<file path="src/rtl/stopwatch_bcd.sv">
// MM:SS.cc BCD stopwatch with start/stop and clear keys, feeding six 7-segment decoders.
// Keys are raw active-low inputs; synchronisation and press detection are done here.
module stopwatch_bcd #(
  parameter int CLK_HZ  = 50000000,
  parameter int TICK_HZ = 100
) (
  input  logic       clk,
  input  logic       reset_n,
  input  logic       key_start_n,
  input  logic       key_clear_n,
  output logic [3:0] dig_cs0,
  output logic [3:0] dig_cs1,
  output logic [3:0] dig_s0,
  output logic [3:0] dig_s1,
  output logic [3:0] dig_m0,
  output logic [3:0] dig_m1,
  output logic       running,
  output logic       overflow
);

  localparam int DIV = CLK_HZ / TICK_HZ;
  localparam int PW  = $clog2(DIV);
  localparam logic [PW-1:0] TERM = PW'(DIV - 1);

  typedef enum logic [1:0] {IDLE = 2'd0, RUN = 2'd1, PAUSE = 2'd2} state_t;

  state_t        state;
  logic [PW-1:0] presc;
  logic [2:0]    start_pipe, clear_pipe, fill;
  logic          start_press, clear_press, tick, wrap;
  logic [3:0]    n_cs0, n_cs1, n_s0, n_s1, n_m0, n_m1;

  // The history flop only counts once a real key sample has reached it, so a key
  // held down across reset does not produce a press until it is released first.
  assign start_press = fill[2] & ~start_pipe[1] & start_pipe[2];
  assign clear_press = fill[2] & ~clear_pipe[1] & clear_pipe[2];
  assign tick        = (state == RUN) && (presc == TERM);

  always_comb begin
    n_cs0 = dig_cs0;
    n_cs1 = dig_cs1;
    n_s0  = dig_s0;
    n_s1  = dig_s1;
    n_m0  = dig_m0;
    n_m1  = dig_m1;
    wrap  = 1'b0;
    if (clear_press) begin
      n_cs0 = 4'd0; n_cs1 = 4'd0; n_s0 = 4'd0;
      n_s1  = 4'd0; n_m0  = 4'd0; n_m1 = 4'd0;
    end else if (tick) begin
      if (dig_cs0 < 4'd9) n_cs0 = dig_cs0 + 4'd1;
      else begin
        n_cs0 = 4'd0;
        if (dig_cs1 < 4'd9) n_cs1 = dig_cs1 + 4'd1;
        else begin
          n_cs1 = 4'd0;
          if (dig_s0 < 4'd9) n_s0 = dig_s0 + 4'd1;
          else begin
            n_s0 = 4'd0;
            if (dig_s1 < 4'd5) n_s1 = dig_s1 + 4'd1;
            else begin
              n_s1 = 4'd0;
              if (dig_m0 < 4'd9) n_m0 = dig_m0 + 4'd1;
              else begin
                n_m0 = 4'd0;
                if (dig_m1 < 4'd5) n_m1 = dig_m1 + 4'd1;
                else begin
                  n_m1 = 4'd0;
                  wrap = 1'b1;
                end
              end
            end
          end
        end
      end
    end
  end

  always_ff @(posedge clk) begin
    if (!reset_n) begin
      state      <= IDLE;
      presc      <= '0;
      start_pipe <= 3'b111;
      clear_pipe <= 3'b111;
      fill       <= 3'b000;
      dig_cs0    <= 4'd0;
      dig_cs1    <= 4'd0;
      dig_s0     <= 4'd0;
      dig_s1     <= 4'd0;
      dig_m0     <= 4'd0;
      dig_m1     <= 4'd0;
      running    <= 1'b0;
      overflow   <= 1'b0;
    end else begin
      start_pipe <= {start_pipe[1:0], key_start_n};
      clear_pipe <= {clear_pipe[1:0], key_clear_n};
      fill       <= {fill[1:0], 1'b1};
      dig_cs0    <= n_cs0;
      dig_cs1    <= n_cs1;
      dig_s0     <= n_s0;
      dig_s1     <= n_s1;
      dig_m0     <= n_m0;
      dig_m1     <= n_m1;
      if (clear_press) begin
        state    <= IDLE;
        presc    <= '0;
        running  <= 1'b0;
        overflow <= 1'b0;
      end else begin
        if (wrap) overflow <= 1'b1;
        unique case (state)
          IDLE: begin
            presc <= '0;
            if (start_press) begin
              state   <= RUN;
              running <= 1'b1;
            end
          end
          RUN: begin
            presc <= tick ? '0 : presc + PW'(1);
            if (start_press) begin
              state   <= PAUSE;
              running <= 1'b0;
            end
          end
          PAUSE: begin
            if (start_press) begin
              state   <= RUN;
              running <= 1'b1;
            end
          end
          default: begin
            state   <= IDLE;
            running <= 1'b0;
          end
        endcase
      end
    end
  end

endmodule
</file>
<file path="config.mk">
export PLATFORM = sky130hd
export DESIGN_NAME = stopwatch_bcd
export DESIGN_NICKNAME = d
export VERILOG_FILES = /design/src/rtl/stopwatch_bcd.sv
export SDC_FILE = /design/constraint.sdc
export NUM_CORES = 1
export LEC_CHECK = 0
export CAP_MARGIN = 10
export CELL_PAD_IN_SITES_DETAIL_PLACEMENT = 0
export CELL_PAD_IN_SITES_GLOBAL_PLACEMENT = 1
export CORE_MARGIN = 4
export CORE_UTILIZATION = 35
export CTS_CLUSTER_DIAMETER = 120
export DETAILED_ROUTE_END_ITERATION = 10
export PLACE_DENSITY = 0.66
export SLEW_MARGIN = 15
export SYNTH_ARGS = -nofsm -noshare
export SYNTH_HDL_FRONTEND = slang
export SYNTH_SLANG_ARGS = --single-unit
</file>
<file path="constraint.sdc">
create_clock -name clk -period 3 [get_ports clk]
set_clock_uncertainty 0.15 [all_clocks]
set_input_delay 0.6 -clock clk [delete_from_list [all_inputs] [get_ports clk]]
set_output_delay 0.6 -clock clk [all_outputs]
set_load 0.005 [all_outputs]
</file>
### Word-level counts from Yosys, hierarchy flattened

Index checks and enable logic that the tools add are counted.

| operators by class | value |
|---|---|
| mux-type cells | 23 |
| bitwise operators | 12 |
| eq/ne operators | 5 |
| shift-type cells | 0 |
| divide/modulo/power cells | 0 |
| reductions and logical operators | 11 |
| multiply operators | 0 |
| $lt $le $gt $ge | 6 |
| $add $sub $neg | 7 |

Operators with widths:

| kind | count |
|---|---|
| $pmux W19 S2 | 1 |
| $add A4 B1 Y4 const B | 6 |
| $mux W4 | 6 |
| $add A19 B1 Y19 const B | 1 |
| $eq A19 B19 Y1 const B | 1 |
| $mux W19 | 1 |
| $lt A4 B4 Y1 const B | 4 |
| $mux W1 | 11 |
| $lt A4 B3 Y1 const B | 2 |
| $not A1 Y1 | 8 |
| $reduce_and A6 Y1 | 1 |
| $reduce_and A5 Y1 | 1 |
| $and A1 B1 Y1 | 4 |
| $mux W2 | 2 |
| $pmux W2 S2 | 1 |
| $reduce_and A2 Y1 | 2 |
| $reduce_and A4 Y1 | 1 |
| $reduce_or A2 Y1 | 2 |
| $reduce_and A3 Y1 | 1 |
| $eq A2 B1 Y1 const B | 1 |
| $eq A2 B2 Y1 const B | 1 |
| $logic_not A2 Y1 | 1 |
| $ne A2 B1 Y1 const B | 1 |
| $ne A2 B2 Y1 const B | 1 |
| 3 further kinds | 3 |

| word-level totals | value |
|---|---|
| logic and storage cells | 78 |
| flip-flop bits (word level) | 56 |
| bits in latches | 0 |
| ROM bits | 0 |
| output and inout bits | 26 |
| memories | 0 |
| input port bits | 4 |
| RAM bits | 0 |

### Longest topological paths before layout

Gate-level depths: netlist of the first run.

| depth | value |
|---|---|
| depth after elaboration | 9 |
| mapped depth | 8 |
| gate-level depth less buffers | 7 |

### Least setup slack after synthesis of the first run

OpenSTA, ideal clock, no wires.

| timing | value |
|---|---|
| path kind | reg-to-reg |
| from | register presc[5] |
| to | register dig_s0[2] |
| path buffers | 0 |
| required time | 2736 ps |
| slack | 703 ps |
| stages on the path, launching flop included | 6 |
| library setup time | 114 ps |
| arrival time | 2033 ps |
| clock period less this slack | 2297 ps |
| path through | dfxtp_1 -> or4b_4 -> nor4_4 -> nand4_4 -> o311a_1 -> a21o_1 |

| on the way | value |
|---|---|
| word-level cells in the longest chain between the ends | 3 |

RTL lines:

| item | line | text |
|---|---|---|
| start, declared | 28 | `logic [PW-1:0] presc;` |
| start signal, assigned | 120 | `presc <= tick ? '0 : presc + PW'(1);` |
| $eq A19 B19 Y1 | 37 | `assign tick = (state == RUN) && (presc == TERM);` |
| $logic_and A1 B1 Y1 | 37 |  |
| $reduce_and A3 Y1 (no line) | n/a |  |
| end signal, assigned | 100 | `dig_s0 <= n_s0;` |
| end, declared | 13 | `output logic [3:0] dig_s0,` |

No other way between the ends.
A chain may end at the register's enable or synchronous reset.

### Final worst setup path of the first run

| timing | value |
|---|---|
| from | register presc[0] |
| to | register dig_s1[3] |

| on the way | value |
|---|---|
| word-level cells in the longest chain between the ends | 3 |

RTL lines:

| item | line | text |
|---|---|---|
| $eq A19 B19 Y1 | 37 |  |
| $logic_and A1 B1 Y1 | 37 |  |
| $reduce_and A4 Y1 (no line) | n/a |  |
| end signal, assigned | 101 | `dig_s1 <= n_s1;` |
| end, declared | 14 | `output logic [3:0] dig_s1,` |

No other way between the ends.

==> results of run 1 <==
-- cells in the final DEF, fill, tap and decap left out, drive strengths merged, types with 8 or more instances in the layout --
master	n
inv	22
nand2b	12
ha	13
clkdlybuf4s50	29
a21oi	26
nand4	16
nand2	22
dfxtp	56
mux2i	8
buf	8
o21ai	14
nand3	22
nor2	30
-- cell usage after synthesis, drive strengths merged (2+ instances only) --
cell and instances:
o21a 2, o311a 3, nand2b 12, o31ai 4
and2 5, o21ai 14, clkbuf 11, ha 13
nor2b 3, and3 6, or4 2, nor3 6
nor2 30, or3 2, xor2 3, inv 22
nor4 6, a21o 5, nand3 22, nand3b 4
a31oi 3, or2 3, a22o 7, nand4b 2
xnor2 4, buf 2, dfxtp 56, a21oi 26
o211a 2, nand2 22, mux2i 8, nand4 16
-- metrics by stage --
| stage | worst slack, ns | area (um2) |
|---|---|---|
| after detailed placement | 0.215 | 3260 |
| after global routing | 0.180 | 3380 |
| after CTS | 0.341 | 3380 |
| final | 0.337 | 3380 |
| after floorplan | 0.703 | 2820 |
| after global placement | 0.306 | 3260 |
-- kinds of logic (layout without fill, tap and decap cells) --
kind of cell               count (synthesis)  in the layout  share of synthesized area (%)
DFF                                       56             56                           39.7
AOI/OAI and AO/OA                         73             73                           16.7
adders and majority gates                 13             13                           5.77
buffers and inverters                     35             67                           4.70
and+or+nand+nor                          144            144                           28.1
muxes                                      8              8                           2.84
xor gates and xnor gates                   7              7                           2.17
-- power by group --
group	leakage [nW]	switching, mW	internal [mW]
Combinational	0.701	0.0157	0.0115
Clock	0.0614	0.252	0.274
Sequential	0.453	0.00190	0.748
Total	1.22	0.270	1.03
-- worst min-delay path by stage --
stage                          endpoint  cells after the start
after floorplan           clear_pipe[1]                      1
after global placement    clear_pipe[1]                      1
after detailed placement  start_pipe[1]                      1
after CTS                 start_pipe[1]                      1
after global routing      start_pipe[1]                      1
final                     clear_pipe[1]                      1
-- critical path, cell delays in order, from the launching register on --
cell     delay, ns
dfxtp_1       0.41
ha_1          0.26
and3_1        0.20
nand3_1       0.11
or4_1         0.74
or4_1         0.58
a21oi_1       0.15
-- flip-flops by register name, indices dropped and copies added, names as in the netlist --
signal / flops
clear_pipe: 3
dig_cs0: 4
dig_cs1: 4
dig_m0: 4
dig_m1: 4
dig_s0: 4
dig_s1: 4
fill: 3
overflow: 1
presc: 19
running: 1
start_pipe: 3
state: 2
-- cell type report --
| type | count | area (um2) | share of cell area (%) |
|---|---|---|---|
| multi-input cells | 245 | 1580 | 46.7 |
| repair buffers | 37 | 350 | 10.4 |
| inverters | 22 | 82.6 | 2.44 |
| clock buffers | 6 | 82.6 | 2.44 |
| flip-flops and latches | 56 | 1120 | 33.1 |
| well taps | 102 | 128 | 3.77 |
| clock inverters | 2 | 38.8 | 1.15 |
-- metal layers --
metal,GRT usage (%),share of wire [%],vias to the layer above
li1,-,-,1265
met1,18.4,49,1170
met2,21.7,46,43
met3,2.86,4.5,2
met4,3.19,0.51,0
met5,0,0,-
==> impl_metrics.py, run 1 <==
metrics = {
    "outcome": {
        "status": "finished clean",
    },
    "min_path": {
        "worstHoldPathType": "reg -> reg",
        "min_from": "clear_pipe[0]",
    },
    "power_and_ir_drop": {
        "p_leak_nw": 1.22,
        "total_power_mw": 1.30,
        "ir_drop_mv": 0.177,
        "power_density_nw_per_um2": 385,
    },
    "synthesis": {
        "synth_area_leaders": "dfxtp_1 40%, ha_1 5.8%, a21oi_1 4.6%",
        "synth-main-ff-cell": "dfxtp_1",
        "synth_edf_count": 0,
        "synth.largest_area_cell": "dfxtp_1",
        "ys_ff_latch": 56,
        "syn_inst": 336,
        "ys_warn_count": 0,
        "syn-cell-area_um2": 2820,
        "synth_cell_types": 46,
        "syn-mean-instance-area_um2": 8.40,
        "ys_seq_area_share_pct": 39.7,
        "syn_nets": 353,
        "synth_top_area_share_pct": 39.7,
        "synthArstFlopShare_pct": 0,
    },
    "timing": {
        "hold_viol": 0,
        "worst_pin_slew_ns": 0.945,
        "fmax_mhz": 376,
        "setup_viol": 0,
        "tns_ns": 0,
        "fin_crit_ns": 2.66,
        "slew_headroom_pct": 36.9,
        "drv_slew": 0,
        "rsz0062_at_grt": "false",
        "min_period_over_period_pct": 88.8,
        "holdWs_ns": 0.268,
    },
    "floorplanning": {
        "core_area_um2": 7770,
        "rows": 32,
        "io-pin-count": 30,
        "dieArea_um2": 9560,
        "fp.dieW_um": 97.8,
        "initial_core_util_pct": 36.3,
        "die_y_um": 97.8,
    },
    "critical_path": {
        "crit_path_start": "presc[0]",
        "cp-endpoint": "dig_s1[3]",
        "crit_required_ns": 3.10,
        "reg2reg_to": "dig_s1[3]",
        "crit_arrival_ns": 2.76,
        "cp-start-kind": "register",
        "cp_max_fo": 11,
        "worstReg2RegStart": "presc[0]",
        "critical_path_class": "reg -> reg",
        "worst_setup_path_end_kind": "register",
        "reg2reg_depth": 6,
        "rrSetupSlack_ns": 0.34,
    },
    "run": {
        "cap_violations": 0,
    },
    "drt": {
        "dr_total_vias": 2480,
        "drt_pass1_iterations": 4,
        "drt_wl_total_mm": 6.47,
        "drt_iter0_drc": 80,
        "drt-wirelength-per-cell_um": 13.8,
        "viasPerCell": 5.28,
        "antenna_left": 0,
        "drc": 0,
    },
    "clocking": {
        "cts_root_buf": "clkbuf_8",
        "h-tree-depth": 2,
        "insertion_delay_ns": 0.31,
        "hold_buffers": 0,
        "cts.sinks": 56,
        "cts_max_path_buffers": 2,
        "clk_pin_slew_ns": 0.11,
        "cts-buffers-inserted": 5,
        "cts_tree": "built",
        "cts_setup_buffers": 0,
        "cts_resized": 0,
    },
    "layout": {
        "syn_to_final_growth_pct": 19.9,
        "fin_nets": 384,
        "diodes": 0,
        "finish.utilization_pct": 43.5,
        "layout-drive-gt1-share_pct": 7.07,
        "stdcell_count": 470,
        "fill_cells": 822,
    },
    "placed_design": {
        "gp_congestion": 0.803,
        "hpwl_mm": 4.69,
        "placed_cells": 462,
        "numPortBuffers": 29,
    },
    "global_route": {
        "grt-ovfl-total": 0,
        "antenna_found_initial": 0,
        "grt_use_total_pct": 13.4,
        "grt_pass1_wl_mm": 10.9,
        "grt_pass1_vias": 2232,
        "grt_max_degree": 22,
    },
}
Power figures use the tool's default switching activity.
==> run 2: changes to the inputs <==
--- a/config.mk
+++ b/config.mk
@@ -5,6 +5,7 @@
 export SDC_FILE = /design/constraint.sdc
 export NUM_CORES = 1
 export LEC_CHECK = 0
+export ABC_AREA = 0
 export CAP_MARGIN = 10
 export CELL_PAD_IN_SITES_DETAIL_PLACEMENT = 0
 export CELL_PAD_IN_SITES_GLOBAL_PLACEMENT = 1
==> results of run 2 <==
Final layout, timing and power as in run 1 (identical DEF).
